$ cat config.mk
export PLATFORM = sky130hd
export DESIGN_NAME = data_mem_arbiter
export DESIGN_NICKNAME = d
export VERILOG_FILES = /design/src/rtl/data_mem_arbiter.sv
export SDC_FILE = /design/constraint.sdc
export NUM_CORES = 1
export LEC_CHECK = 0
export ABC_CLOCK_PERIOD_IN_PS = 2500
export CAP_MARGIN = 20
export CORE_ASPECT_RATIO = 0.6
export CORE_UTILIZATION = 28
export DETAILED_ROUTE_END_ITERATION = 8
export PLACE_DENSITY = 0.82
export REMOVE_ABC_BUFFERS = 1
export SLEW_MARGIN = 20
export SYNTH_ARGS = -nofsm -noshare
export SYNTH_HDL_FRONTEND = slang
export SYNTH_SLANG_ARGS = --single-unit
$ cat constraint.sdc
create_clock -name Clk -period 2.5 [get_ports Clk]
set_clock_uncertainty 0.15 [all_clocks]
set_input_delay 0.5 -clock Clk [delete_from_list [all_inputs] [get_ports Clk]]
set_output_delay 0.5 -clock Clk [all_outputs]
set_load 0.1 [all_outputs]
$ cat src/rtl/data_mem_arbiter.sv
// Two-port arbiter in front of a single-ported data memory. It alternates
// ownership round-robin, supports locked bursts and forces release of a lock held too long.
module data_mem_arbiter #(
    parameter int AW       = 8,
    parameter int DW       = 16,
    parameter int MAX_HOLD = 8
) (
    input  logic          Clk,
    input  logic          Reset_n,
    input  logic          req_a,
    input  logic          req_b,
    input  logic          wr_a,
    input  logic          wr_b,
    input  logic          lock_a,
    input  logic          lock_b,
    input  logic [AW-1:0] addr_a,
    input  logic [AW-1:0] addr_b,
    input  logic [DW-1:0] wdata_a,
    input  logic [DW-1:0] wdata_b,
    output logic          gnt_a,
    output logic          gnt_b,
    output logic          rvalid_a,
    output logic          rvalid_b,
    output logic [DW-1:0] rdata,
    output logic          mem_en,
    output logic          mem_wr,
    output logic [AW-1:0] mem_addr,
    output logic [DW-1:0] mem_wdata,
    input  logic [DW-1:0] mem_rdata,
    output logic [1:0]    owner_state
);

    typedef enum logic [1:0] {
        IDLE   = 2'd0,
        LOCK_A = 2'd1,
        LOCK_B = 2'd2
    } state_t;

    localparam logic [3:0] HOLD_MAX = 4'(MAX_HOLD);

    state_t     state_q, state_d;
    logic       prio_q, prio_d;     // 0 = port A wins a tie, 1 = port B
    logic [3:0] hold_q, hold_d;
    logic       rvalid_a_q, rvalid_b_q;
    logic       hold_expired;

    assign hold_expired = (hold_q >= HOLD_MAX);

    always_ff @(posedge Clk or negedge Reset_n) begin
        if (!Reset_n) begin
            state_q    <= IDLE;
            prio_q     <= 1'b0;
            hold_q     <= 4'd0;
            rvalid_a_q <= 1'b0;
            rvalid_b_q <= 1'b0;
        end else begin
            state_q    <= state_d;
            prio_q     <= prio_d;
            hold_q     <= hold_d;
            rvalid_a_q <= gnt_a & ~wr_a;
            rvalid_b_q <= gnt_b & ~wr_b;
        end
    end

    always_comb begin
        gnt_a   = 1'b0;
        gnt_b   = 1'b0;
        state_d = IDLE;
        hold_d  = 4'd0;
        prio_d  = prio_q;

        unique case (state_q)
            LOCK_A: begin
                if (req_a) begin
                    if (req_b && hold_expired) gnt_b = 1'b1;
                    else                       gnt_a = 1'b1;
                end else begin
                    gnt_b = req_b;
                end
            end
            LOCK_B: begin
                if (req_b) begin
                    if (req_a && hold_expired) gnt_a = 1'b1;
                    else                       gnt_b = 1'b1;
                end else begin
                    gnt_a = req_a;
                end
            end
            default: begin
                if (req_a && req_b) begin
                    gnt_a = ~prio_q;
                    gnt_b = prio_q;
                end else begin
                    gnt_a = req_a;
                    gnt_b = req_b;
                end
            end
        endcase

        // The hold counter only grows while the same port keeps re-locking.
        if (gnt_a) begin
            prio_d = 1'b1;
            if (lock_a) begin
                state_d = LOCK_A;
                if (state_q == LOCK_A) hold_d = hold_expired ? HOLD_MAX : hold_q + 4'd1;
                else                   hold_d = 4'd1;
            end
        end else if (gnt_b) begin
            prio_d = 1'b0;
            if (lock_b) begin
                state_d = LOCK_B;
                if (state_q == LOCK_B) hold_d = hold_expired ? HOLD_MAX : hold_q + 4'd1;
                else                   hold_d = 4'd1;
            end
        end
    end

    assign mem_en      = gnt_a | gnt_b;
    assign mem_wr      = gnt_b ? wr_b : (gnt_a & wr_a);
    assign mem_addr    = gnt_b ? addr_b : addr_a;
    assign mem_wdata   = gnt_b ? wdata_b : wdata_a;
    assign rvalid_a    = rvalid_a_q;
    assign rvalid_b    = rvalid_b_q;
    assign rdata       = mem_rdata;
    assign owner_state = state_q;

endmodule

==> impl_metrics.env <==
export IMPL_finalCritPeriodShare_pct=114.9
export IMPL_synth_area_leaders="dfrtp_1, mux2_2, buf_4"
export IMPL_ys_async_sr_fraction_pct=100.0
export IMPL_numCtsBuffers=3
export IMPL_n_antenna_cell=0
export IMPL_clockBufferDepth=2
export IMPL_startpoint_type="flop"
export IMPL_layout_common_cells="clkdlybuf4s50_1, buf_12, mux2_4, buf_4, dfrtp_1"
export IMPL_endpoint_kind="output port"
export IMPL_die_w_um=82.03
export IMPL_synth_cell_type_count=33
export IMPL_maxSlewHeadroom_pct=65.08
export IMPL_io_pins=120
export IMPL_place_gp_congestion=0.8353
export IMPL_finish_instance_area_sq_um=2527
export IMPL_dp_worst_setup_slack_ns=-0.4986
export IMPL_synth_seq_cells=9
export IMPL_reg2reg_to="hold_q[0]"
export IMPL_initial_core_util_pct=29.24
export IMPL_cts_hold_buffers=0
export IMPL_outcome="finished with violations"
export IMPL_syn_area_sq_um=1076
export IMPL_fin_ws_ns=-0.3722
export IMPL_path_class="flop to output port"
export IMPL_die_y_um=50.02
export IMPL_cts_tree="built"
export IMPL_routedWlPerCell_um=19.08
export IMPL_dpl_cell_area_sq_um=2227
export IMPL_rsz0062_at_grt="yes"
export IMPL_crit_fanout=8
export IMPL_setup_violations=28
export IMPL_min_period_ns=2.872
export IMPL_grt_pass1_vias=1369
export IMPL_clock_latency_ns=0.24
export IMPL_area_growth_pct=134.9
export IMPL_antenna_found_initial=0
export IMPL_critical_path_arrival_ns=2.22
export IMPL_synth_edf_count=0
export IMPL_htreeDepth=1
export IMPL_drc=0
export IMPL_drive_above_1_share_pct=48.31
export IMPL_syn_avg_cell_area_sq_um=9.607
export IMPL_holdCritPathClass="input pin to asynchronous set/reset pin"
export IMPL_nets=284
export IMPL_cts_root_buf="clkbuf_8"
export IMPL_ys_warnings_count=0
export IMPL_firstDrtPassIters=6
export IMPL_rrSetupSlack_ns=0.36
export IMPL_maxCapViolations=0
export IMPL_cts_sink_count=9
export IMPL_final_common_cell="clkdlybuf4s50_1"
export IMPL_dr_first_iter_drc_count=55
export IMPL_yosysSeqAreaShare_pct=20.93
export IMPL_clock_fmax_mhz=348.2
export IMPL_dp_hpwl_um=3317
export IMPL_tightestPinTransition_ns=0.5238
export IMPL_synth_top_area_cell="dfrtp_1"
export IMPL_grt_max_degree=10
export IMPL_fp_coreArea_sq_um=3680
export IMPL_drv_slew=0
export IMPL_gr_total_overflow=0
export IMPL_hold_viol=0
export IMPL_rows=17
export IMPL_portBuffers=87
export IMPL_peakVddDrop_mv=0.5726
export IMPL_routed_wl_um=4846
export IMPL_failed_checks="setup timing"
export IMPL_fillers=255
export IMPL_vias=1224
export IMPL_synth_ff_type="dfrtp_1"
export IMPL_grt_pass1_wl_um=7293
export IMPL_clkTransAtPathRegs_ns=0.05
export IMPL_syn_instance_count=112
export IMPL_antenna_left=0
export IMPL_r2r_start="owner_state[1]"
export IMPL_leakage_nw=1.155
export IMPL_synth_top_cell_area_share_pct=20.93
export IMPL_cp_required_ns=1.85
export IMPL_power_density_nw_per_um2=940.8
export IMPL_r2r_cells=7
export IMPL_routed_via_density=4.819
export IMPL_dieArea_sq_um=4103
export IMPL_gr_usage_all_layers_pct=25.04
## synth_stat cells, types with 2 or more instances
library cell	instances
buf_6	2
dfrtp_1	9
o2111ai_1	3
nand2_1	5
and2_1	4
inv_1	10
nor2b_1	2
ha_1	4
nor2_1	6
buf_4	17
mux2_4	5
mux2_2	19
o21ai_0	6
## per-stage QoR
| stage | total power, mW | TNS, ns | hold WS [ns] | cells | utilization (%) |
|---|---|---|---|---|---|
| detailed placement | 1.961 | -12.64 | 0.4186 | 240 | 60.52 |
| global route | 2.449 | -10.90 | 0.4577 | 254 | 68.68 |
| global placement | 1.949 | -11.74 | 0.4198 | 240 | 60.52 |
| CTS | 2.360 | -10.18 | 0.4259 | 254 | 68.17 |
| floorplan | 1.275 | -69.13 | 0.05441 | 91 | - |
| finish | 2.378 | -9.148 | 0.4242 | 254 | 68.68 |
## how the worst max path moves through the flow
stage                         startpoint     endpoint  slack (ns)  cells after the start
after floorplan           owner_state[0]       mem_wr       -3.37                      4
after global placement             req_a  mem_addr[6]       -0.47                      7
after detailed placement           req_a  mem_addr[5]       -0.50                      7
after CTS                 owner_state[1]  mem_addr[2]       -0.42                      8
after global routing      owner_state[1]  mem_addr[5]       -0.43                      8
final                     owner_state[1]  mem_addr[5]       -0.37                      8
## where the power goes
part           total, mW  switching (mW)  internal (mW)  leakage, nW
combinational       2.02            1.18          0.837         1.01
clock              0.172          0.0609          0.111       0.0228
sequential         0.188          0.0189          0.169        0.120
## worst max-delay path: stages, from the launching register on
cell and delay [ns]:
dfrtp_1 0.42, ha_4 0.32, inv_2 0.04, a211o_1 0.28
o41ai_4 0.07, buf_4 0.20, buf_12 0.15, mux2_4 0.33
buf_12 0.17
## kinds of logic after synthesis
logic type	after synthesis	share of synthesized area [%]
adders and majority gates	4	4.651
xor gates and xnor gates	1	0.8141
DFF	9	20.93
AOI/OAI and AO/OA	19	15.00
buffers and inverters	32	20.00
and+or+nand+nor	22	10.81
muxes	25	27.79
## state kept, by name, summed over array words and instances (netlist names)
signal       flops
rvalid_b         1
prio_q           1
owner_state      2
hold_q           4
rvalid_a         1
## what timing repair did
action | in CTS | in global routing
endpoints found under the hold margin | 0 | 0
setup buffers | 8 | 2
gates resized for setup | 34 | 9
endpoints found under the setup margin | 28 | 28
pin swaps | 4 | 5
cloned | 3 | 0
## metal layers
metal | up-vias | part of all wire, % | track usage, %
li1 | 564 | - | -
met1 | 596 | 41 | 31.04
met2 | 58 | 50 | 39.81
met3 | 6 | 7.2 | 8.333
met4 | 0 | 1.2 | 9.357
met5 | - | 0 | 0
## final cells by class
class,instances,area [sq um],area share (%)
timing repair buffer,112,1394,55.15
tap,47,58.81,2.327
inverter,11,41.29,1.634
multi-input combinational,71,763.2,30.20
sequential,9,225.2,8.911
clock buffer,4,45.04,1.782
Note: power is estimated with default switching activity, not from simulation.
